### config.mk
export PLATFORM = sky130hd
export DESIGN_NAME = text_buffer_uart_dump_flat
export DESIGN_NICKNAME = d
export VERILOG_FILES = /design/src/rtl/text_buffer_uart_dump_if.sv /design/src/rtl/text_buffer_uart_dump.sv /design/src/flat_wrapper.sv
export SDC_FILE = /design/constraint.sdc
export NUM_CORES = 1
export LEC_CHECK = 0
export BUFFER_PORTS_ARGS = -buffer_cell sky130_fd_sc_hd__buf_4
export CORE_UTILIZATION = 59
export CTS_CLUSTER_SIZE = 16
export DETAILED_ROUTE_END_ITERATION = 10
export GPL_ROUTABILITY_DRIVEN = 0
export HOLD_SLACK_MARGIN = 0.12
export MAX_ROUTING_LAYER = met4
export PLACE_DENSITY = 0.83
export SKIP_LAST_GASP = 1
export SLEW_MARGIN = 15
export SYNTH_ARGS = -nofsm -noshare
export SYNTH_HDL_FRONTEND = slang
export SYNTH_SLANG_ARGS = --single-unit
### constraint.sdc
create_clock -name clk -period 2.6 [get_ports clk]
set_input_delay 0.26 -clock clk [delete_from_list [all_inputs] [get_ports clk]]
set_output_delay 0.26 -clock clk [all_outputs]
set_load 0.01 [all_outputs]
### src/rtl/text_buffer_uart_dump_if.sv
// Dump-side bundle: buffer read port, dump control handshake and UART line.
// The master modport is the dump engine; the slave side is the buffer/host.
interface text_buffer_uart_dump_if;
    localparam int unsigned LINE_W = 2;
    localparam int unsigned COL_W  = 4;
    localparam int unsigned DATA_W = 8;

    logic              dump_start;
    logic [LINE_W-1:0] rd_line;
    logic [COL_W-1:0]  rd_col;
    logic [DATA_W-1:0] rd_data;
    logic              tx;
    logic              busy;
    logic              done;

    modport master (
        input  dump_start,
        input  rd_data,
        output rd_line,
        output rd_col,
        output tx,
        output busy,
        output done
    );

    modport slave (
        output dump_start,
        output rd_data,
        input  rd_line,
        input  rd_col,
        input  tx,
        input  busy,
        input  done
    );
endinterface

### src/rtl/text_buffer_uart_dump.sv
// Reads the LINES x COLS text buffer in raster order and streams it as UART 8N1,
// appending CR LF after every line so a terminal mirrors the on-screen text.
module text_buffer_uart_dump #(
    parameter int unsigned BAUD_DIV = 10417,
    parameter int unsigned LINES    = 4,
    parameter int unsigned COLS     = 16
) (
    input  logic                    clk,
    input  logic                    reset,
    text_buffer_uart_dump_if.master bus
);
    localparam int unsigned LINE_W = 2;
    localparam int unsigned COL_W  = 4;
    localparam int unsigned BIT_W  = 3;
    localparam int unsigned CNT_W  = $clog2(BAUD_DIV);

    localparam logic [LINE_W-1:0] LINE_LAST = LINE_W'(LINES - 1);
    localparam logic [COL_W-1:0]  COL_LAST  = COL_W'(COLS - 1);
    localparam logic [CNT_W-1:0]  BAUD_LAST = CNT_W'(BAUD_DIV - 1);
    localparam logic [BIT_W-1:0]  BIT_LAST  = BIT_W'(7);

    localparam logic [7:0] CH_MIN  = 8'h20;
    localparam logic [7:0] CH_MAX  = 8'h7E;
    localparam logic [7:0] CH_SUBST = 8'h2D;
    localparam logic [7:0] CH_CR   = 8'h0D;
    localparam logic [7:0] CH_LF   = 8'h0A;

    typedef enum logic [2:0] {
        S_IDLE,
        S_FETCH,
        S_WAIT,
        S_LOAD,
        S_START,
        S_DATA,
        S_STOP,
        S_ADVANCE
    } state_t;

    typedef enum logic [1:0] {
        K_CHAR,
        K_CR,
        K_LF
    } kind_t;

    state_t            state, state_d;
    kind_t             kind_q, kind_d;
    logic [LINE_W-1:0] line_q, line_d;
    logic [COL_W-1:0]  col_q, col_d;
    logic [CNT_W-1:0]  baud_q, baud_d;
    logic [BIT_W-1:0]  bit_q, bit_d;
    logic [BIT_W-1:0]  bit_nxt;
    logic [7:0]        shreg_q, shreg_d;
    logic [7:0]        char_byte;
    logic              tx_q, tx_d;
    logic              busy_q, busy_d;
    logic              done_q, done_d;
    logic              baud_done;
    logic              last_byte;

    assign baud_done = (baud_q == BAUD_LAST);
    assign bit_nxt   = bit_q + BIT_W'(1);
    assign last_byte = (kind_q == K_LF) && (line_q == LINE_LAST);

    // Non-printable buffer entries are shown as '-' so the terminal stays aligned.
    always_comb begin
        char_byte = CH_SUBST;
        if (bus.rd_data >= CH_MIN && bus.rd_data <= CH_MAX) begin
            char_byte = bus.rd_data;
        end
    end

    // State register
    always_ff @(posedge clk or posedge reset) begin
        if (reset) begin
            state <= S_IDLE;
        end else begin
            state <= state_d;
        end
    end

    // Next-state logic
    always_comb begin
        state_d = state;
        unique case (state)
            S_IDLE:    if (bus.dump_start) state_d = S_FETCH;
            S_FETCH:   state_d = S_WAIT;
            S_WAIT:    state_d = S_LOAD;
            S_LOAD:    state_d = S_START;
            S_START:   if (baud_done) state_d = S_DATA;
            S_DATA:    if (baud_done && bit_q == BIT_LAST) state_d = S_STOP;
            S_STOP:    if (baud_done) state_d = S_ADVANCE;
            S_ADVANCE: state_d = last_byte ? S_IDLE : S_FETCH;
            default:   state_d = S_IDLE;
        endcase
    end

    // Output/datapath next values; tx is precomputed so the line changes on the state edge.
    always_comb begin
        kind_d  = kind_q;
        line_d  = line_q;
        col_d   = col_q;
        bit_d   = bit_q;
        shreg_d = shreg_q;
        tx_d    = 1'b1;
        busy_d  = busy_q;
        done_d  = 1'b0;
        baud_d  = (state_d != state || baud_done) ? '0 : baud_q + CNT_W'(1);

        unique case (state)
            S_IDLE: begin
                if (bus.dump_start) begin
                    busy_d = 1'b1;
                    line_d = '0;
                    col_d  = '0;
                    kind_d = K_CHAR;
                end
            end
            S_LOAD: begin
                unique case (kind_q)
                    K_CR:    shreg_d = CH_CR;
                    K_LF:    shreg_d = CH_LF;
                    default: shreg_d = char_byte;
                endcase
                bit_d = '0;
                tx_d  = 1'b0;
            end
            S_START: begin
                tx_d = baud_done ? shreg_q[0] : 1'b0;
            end
            S_DATA: begin
                tx_d = shreg_q[bit_q];
                if (baud_done) begin
                    bit_d = bit_nxt;
                    tx_d  = (bit_q == BIT_LAST) ? 1'b1 : shreg_q[bit_nxt];
                end
            end
            S_ADVANCE: begin
                unique case (kind_q)
                    K_CHAR: begin
                        if (col_q == COL_LAST) begin
                            kind_d = K_CR;
                        end else begin
                            col_d = col_q + COL_W'(1);
                        end
                    end
                    K_CR: kind_d = K_LF;
                    default: begin
                        if (line_q == LINE_LAST) begin
                            done_d = 1'b1;
                            busy_d = 1'b0;
                            line_d = '0;
                            col_d  = '0;
                            kind_d = K_CHAR;
                        end else begin
                            line_d = line_q + LINE_W'(1);
                            col_d  = '0;
                            kind_d = K_CHAR;
                        end
                    end
                endcase
            end
            default: ;
        endcase
    end

    // Registered datapath and outputs
    always_ff @(posedge clk or posedge reset) begin
        if (reset) begin
            kind_q  <= K_CHAR;
            line_q  <= '0;
            col_q   <= '0;
            baud_q  <= '0;
            bit_q   <= '0;
            shreg_q <= '0;
            tx_q    <= 1'b1;
            busy_q  <= 1'b0;
            done_q  <= 1'b0;
        end else begin
            kind_q  <= kind_d;
            line_q  <= line_d;
            col_q   <= col_d;
            baud_q  <= baud_d;
            bit_q   <= bit_d;
            shreg_q <= shreg_d;
            tx_q    <= tx_d;
            busy_q  <= busy_d;
            done_q  <= done_d;
        end
    end

    assign bus.rd_line = line_q;
    assign bus.rd_col  = col_q;
    assign bus.tx      = tx_q;
    assign bus.busy    = busy_q;
    assign bus.done    = done_q;
endmodule

### src/flat_wrapper.sv
// flat-port wrapper written by rule: the top's interface ports become plain ports
module text_buffer_uart_dump_flat 
#(
    parameter int unsigned BAUD_DIV = 10417,
    parameter int unsigned LINES    = 4,
    parameter int unsigned COLS     = 16
)
  (clk, reset, bus_dump_start, bus_rd_data, bus_rd_line, bus_rd_col, bus_tx, bus_busy, bus_done);
  text_buffer_uart_dump_if bus_i ();
  input  logic clk;
  input  logic reset;
  input wire logic [$bits(bus_i.dump_start)-1:0] bus_dump_start;
  input wire logic [$bits(bus_i.rd_data)-1:0] bus_rd_data;
  output wire logic [$bits(bus_i.rd_line)-1:0] bus_rd_line;
  output wire logic [$bits(bus_i.rd_col)-1:0] bus_rd_col;
  output wire logic [$bits(bus_i.tx)-1:0] bus_tx;
  output wire logic [$bits(bus_i.busy)-1:0] bus_busy;
  output wire logic [$bits(bus_i.done)-1:0] bus_done;
  assign bus_i.dump_start = bus_dump_start;
  assign bus_i.rd_data = bus_rd_data;
  assign bus_rd_line = bus_i.rd_line;
  assign bus_rd_col = bus_i.rd_col;
  assign bus_tx = bus_i.tx;
  assign bus_busy = bus_i.busy;
  assign bus_done = bus_i.done;
  text_buffer_uart_dump #(.BAUD_DIV(BAUD_DIV), .LINES(LINES), .COLS(COLS)) u_core (.clk(clk), .reset(reset), .bus(bus_i));
endmodule
# After elaboration in Yosys (flattened, before gate mapping)

Index checks and enable logic that the tools add are counted.

Register bits: 39
Input bits: 11
Output and inout bits: 9
Logic and storage cells: 90

$add $sub $neg: 4
Magnitude comparators: 4
Eq/ne operators: 21
Mux-type cells: 37
Reduce and logical (&&, ||, !) cells: 14

Operators by type and width:

| cell                    | number |
|---|---|
| $pmux W3 S8             | 1 |
| $pmux W4 S2             | 2 |
| $pmux W8 S2             | 1 |
| $eq A3 B3 Y1 const B    | 5 |
| $mux W3                 | 5 |
| $add A14 B1 Y14 const B | 1 |
| $eq A14 B14 Y1 const B  | 1 |
| $mux W14                | 1 |
| $mux W1                 | 12 |
| $pmux W2 S2             | 3 |
| $ge A8 B6 Y1 const B    | 1 |
| $le A8 B7 Y1 const B    | 1 |
| $lt A3 B4 Y1 const B    | 2 |
| $mux W2                 | 4 |
| $mux W4                 | 2 |
| $mux W8                 | 1 |
| $reduce_and A4 Y1       | 2 |
| $bmux W1 S3             | 2 |
| $eq A3 B2 Y1 const B    | 2 |
| $ne A2 B2 Y1 const B    | 3 |
| $pmux W3 S2             | 1 |
| $reduce_and A3 Y1       | 2 |
| $add A4 B1 Y4 const B   | 1 |
| $eq A2 B2 Y1 const B    | 2 |
| other kinds (18)        | 22 |

# Longest topological paths before layout

Depth after elaboration: 7
Depth in mapped cells: 8
Gate-level depth less buffers: 6

# Worst setup path after synthesis

No wires, ideal clock.

Path kind: reg2reg
Start point: register u_core.baud_q[0]
End point: register u_core.tx_q (netlist: u_core.bus.tx)
Setup time: 0.092 ns
Arrival time: 1.993 ns
Required time: 2.508 ns
Slack: 0.515 ns
Cell stages (with the launch flop): 8
Path buffers: 1
Period minus slack after synthesis: 2.085 ns
Cell sequence: dfrtp_1 -> inv_1 -> ha_1 -> or4b_1 -> or4_4 -> buf_6 -> a2111oi_4 -> o22ai_2

Cells in the longest elaborated chain, start to end: 3
Elaborated cells between the ends (all ways): 4
Classes of those cells: eq/ne (1); mux (3)

RTL lines:

| element                           | line                                                       | text |
|---|---|---|
| from (decl)                       | text_buffer_uart_dump.sv:49                                | `logic [CNT_W-1:0] baud_q, baud_d;` |
| from (signal assigned)            | text_buffer_uart_dump.sv:182                               | `baud_q <= baud_d;` |
| $eq A14 B14 Y1 (*)                | text_buffer_uart_dump.sv:60                                | `assign baud_done = (baud_q == BAUD_LAST);` |
| $mux W1, on equally long branches | text_buffer_uart_dump.sv:132, text_buffer_uart_dump.sv:128 |  |
| $pmux W1 S3 (*)                   | text_buffer_uart_dump.sv:109                               | `unique case (state)` |
| named net u_core.tx_d             | text_buffer_uart_dump.sv:54                                | `logic tx_q, tx_d;` |
| to (signal assigned)              | text_buffer_uart_dump.sv:185                               | `tx_q <= tx_d;` |
| to (decl)                         | text_buffer_uart_dump.sv:54                                |  |

Mark *: on every way through the listed nets, which the timed path passes. The rest lies on a longest branch.
A chain may end at the register's enable or synchronous reset.

# Worst setup path in the final report

Start point: register u_core.baud_q[0]
End point: register u_core.bit_q[2]

Cells in the longest elaborated chain, start to end: 3

RTL lines:

| element                     | line                         | text |
|---|---|---|
| $eq A14 B14 Y1              | text_buffer_uart_dump.sv:60  |  |
| $ne A2 B1 Y1 (no line)      | -                            |  |
| $reduce_and A2 Y1 (no line) | -                            |  |
| to (signal assigned)        | text_buffer_uart_dump.sv:183 | `bit_q <= bit_d;` |
| to (decl)                   | text_buffer_uart_dump.sv:50  | `logic [BIT_W-1:0] bit_q, bit_d;` |

Every way passes these cells.

==> impl_metrics.json <==
{
  "cts_resized": 0,
  "ys_ff_latch": 39,
  "p_total_mw": 2.10,
  "syn_area_mm2": 0.00218,
  "crit_start": "u_core.baud_q[0]$_DFF_PP0_",
  "syn_area_per_cell_um2": 10.1,
  "grt_max_degree": 40,
  "seqPwrFrac_pct": 42.5,
  "min_from": "bus_rd_data[4]",
  "cap_viol_max_count": 0,
  "internal-power_mw": 1.41,
  "power.switching_mw": 0.691,
  "core_mm2": 0.00344,
  "overflow": 0,
  "combPwrFrac_pct": 29.7,
  "worst_slew_pin_slew_ns": 0.538,
  "via_per_inst": 5.72,
  "timing.slew.headroom_pct": 64.0,
  "portBuffers": 19,
  "slowest_delay_ns": 0.60,
  "design_area_mm2": 0.00249,
  "route.detailed.drc": 0,
  "hold_path.class": "input pin to register",
  "wl_um": 3930,
  "power_density_mw_per_mm2": 844,
  "drt_iter0_markers": 73,
  "clk_latency_ns": 0.29,
  "htree_levels": 2,
  "clk_path_buf_depth": 2,
  "num_vias": 1637,
  "finalHoldViolations": 0,
  "clockPowerShare_pct": 27.7,
  "rr_worst_depth": 6,
  "fin_skew_ns": 0.00952,
  "path_max_fanout": 6,
  "synth.net_count": 238,
  "ctsRootBufferMaster": "clkbuf_8",
  "slew_viol_final": 0,
  "dr.pass1.iters": 4,
  "antenna_found_initial": 0,
  "setup_viol": 0,
  "rsz0062_at_grt": "false",
  "reg2reg_from": "u_core.baud_q[0]$_DFF_PP0_",
  "num_rows": 21,
  "cts_setup_buffers": 0,
  "end_kind": "register",
  "syn_inst": 217,
  "ys_seq_area_share_pct": 44.8,
  "ys_types": 53,
  "leakagePower_nw": 1.07,
  "fin_nets": 260,
  "dpl_cell_area_mm2": 0.00235,
  "p_sw_share_pct": 32.8,
  "grt_pass1_vias": 1632,
  "synthArstFlopShare_pct": 100,
  "layout-drive-gt1-share_pct": 19.2,
  "crit_type": "register to register",
  "cts_hold_buf": 1,
  "outcome": "complete, no violations",
  "yosys_warnings": 0,
  "ant_nets": 0,
  "syn2layout_area_growth_pct": 14.1,
  "cts_tree": "built",
  "holdPathStages": 3,
  "period_share_pct": 83.3,
  "max_clock_freq_ghz": 0.462,
  "cp-start-kind": "register",
  "ir_worst_vdd_uv": 452,
  "die-area_mm2": 0.00395,
  "path_cells": "inv_1 > ha_1 > or4b_1 > or4_4 > nor2_4 > mux2i_1",
  "ios": 20,
  "critPathRequiredTime_ns": 2.80,
  "die_h_um": 62.8,
  "clkTransAtPathRegs_ns": 0.07,
  "post_drt_wl_per_cell_um": 13.7,
  "numCtsBuffers": 5,
  "setup-tns-final_ns": 0,
  "start_util_pct": 63.4,
  "cts.sink_count": 39,
  "cpMaxStageDelayCell": "or4_4",
  "synth_edf_count": 0,
  "grt_usage_pct": 24.2,
  "post-route-util_pct": 72.4,
  "grt_first_pass_wirelength_um": 7180,
  "dp_hpwl_um": 2940,
  "fillCellCount": 270,
  "antenna_cells": 0,
  "ys.flop_type": "dfrtp_1",
  "fin_crit_ns": 2.17,
  "place_ws_ns": 0.421,
  "cp.arrival_ns": 2.37,
  "worst_slack_ns": 0.435,
  "die_width_um": 62.8
}
## path summary, 6_finish.rpt
path | end | slack [ns]
min in group asynchronous | u_core.baud_q[1]$_DFF_PP0_ | 0.64
min | u_core.shreg_q[4]$_DFFE_PP0P_ | 0.24
max | u_core.bit_q[2]$_DFFE_PP0P_ | 0.43
min reg2reg | u_core.shreg_q[4]$_DFFE_PP0P_ | 0.51
max reg2reg | u_core.bit_q[2]$_DFFE_PP0P_ | 0.43
max in group asynchronous | u_core.bus.tx$_DFF_PP1_ | 1.60
## flip-flops by register name, indices dropped and copies added (netlist names)
register            cells
u_core.baud_q          14
u_core.bit_q            3
u_core.bus.busy         1
u_core.bus.done         1
u_core.bus.rd_col       4
u_core.bus.rd_line      2
u_core.bus.tx           1
u_core.kind_q           2
u_core.shreg_q          8
u_core.state            3
## metal layers
layer  GRT usage [%]  up-vias  wire [µm]
met3            5.47        5         96
met1            28.9      795       1850
li1                -      819          -
met2            40.2       18       1950
met4            8.14        0         44
met5               -        -          0
## worst max-delay path, delay by kind of cell (launching register included)
family	cells	cell delay [ns]
AND/OR/NAND/NOR	3	1.24
flip-flops	1	0.43
multiplexers	1	0.21
adder cells (fa/ha/maj)	1	0.13
buffers and inverters	1	0.08
## power groups by stage
stage | clock network (mW) | registers [mW] | logic [mW]
6_report | 0.583 | 0.895 | 0.626
2_1_floorplan | 0 | 0.839 | 0.538
4_1_cts | 0.594 | 0.890 | 0.635
3_5_place_dp | 0 | 0.902 | 0.632
5_1_grt | 0.619 | 0.917 | 0.717
3_3_place_gp | 0 | 0.895 | 0.608
## placed cells by master (no fill, tap or decap), types with 2 or more instances in the layout
cell type,netlist,final
dfrtp_1,38,38
nor2_1,24,24
nand2_1,22,22
buf_4,2,21
inv_1,12,12
o21ai_0,11,11
ha_1,10,10
nand3_1,8,8
xnor2_1,8,8
a21oi_1,7,7
nor3_1,7,7
clkbuf_8,0,5
nand2b_1,4,4
o31ai_1,4,4
nand4_1,4,4
xor2_1,4,4
and4_1,3,3
or4b_1,3,3
mux2i_1,3,3
and2_1,3,3
or3b_2,2,2
nand3b_1,2,2
nor4_1,2,2
mux4_2,2,2
mux2_2,2,2
bufinv_16,0,2
## kinds of logic after synthesis
kind of cell | count (synthesis) | share of synthesized area [%]
multiplexers | 8 | 5.62
AND/OR/NAND/NOR | 95 | 23.4
adder cells (fa/ha/maj) | 10 | 5.73
AO/OA/AOI/OAI | 34 | 11.3
XOR/XNOR | 12 | 4.81
flip-flops | 39 | 44.8
buffers and inverters | 19 | 4.35
## synth_stat cells (3+ instances only)
master | instances | share of area [%]
dfrtp_1 | 38 | 44
nor2_1 | 24 | 4.1
nand2_1 | 22 | 3.8
inv_1 | 12 | 2.1
o21ai_0 | 11 | 2.5
ha_1 | 10 | 5.7
nand3_1 | 8 | 1.8
xnor2_1 | 8 | 3.2
a21oi_1 | 7 | 1.6
nor3_1 | 7 | 1.6
nand2b_1 | 4 | 1.1
nand4_1 | 4 | 1.1
o31ai_1 | 4 | 1.4
xor2_1 | 4 | 1.6
and2_1 | 3 | 0.86
and4_1 | 3 | 1.2
mux2i_1 | 3 | 1.4
or4b_1 | 3 | 1.4
## stage by stage
step	cells	hold WS, ns
global placement	277	0.407
finish	286	0.236
floorplan	217	0.394
detailed placement	277	0.407
global route	286	0.247
CTS	286	0.234
## cell type report
cell class                 count  area, µm²  area share, %
multi-input combinational    159       1110           44.6
sequential                    39        977           39.2
timing repair buffer          22        168           6.73
clock buffer                   6       72.6           2.91
clock inverter                 2       60.1           2.41
tap                           46       57.6           2.31
inverter                      12       45.0           1.81
(Power assumes the default switching activity.)
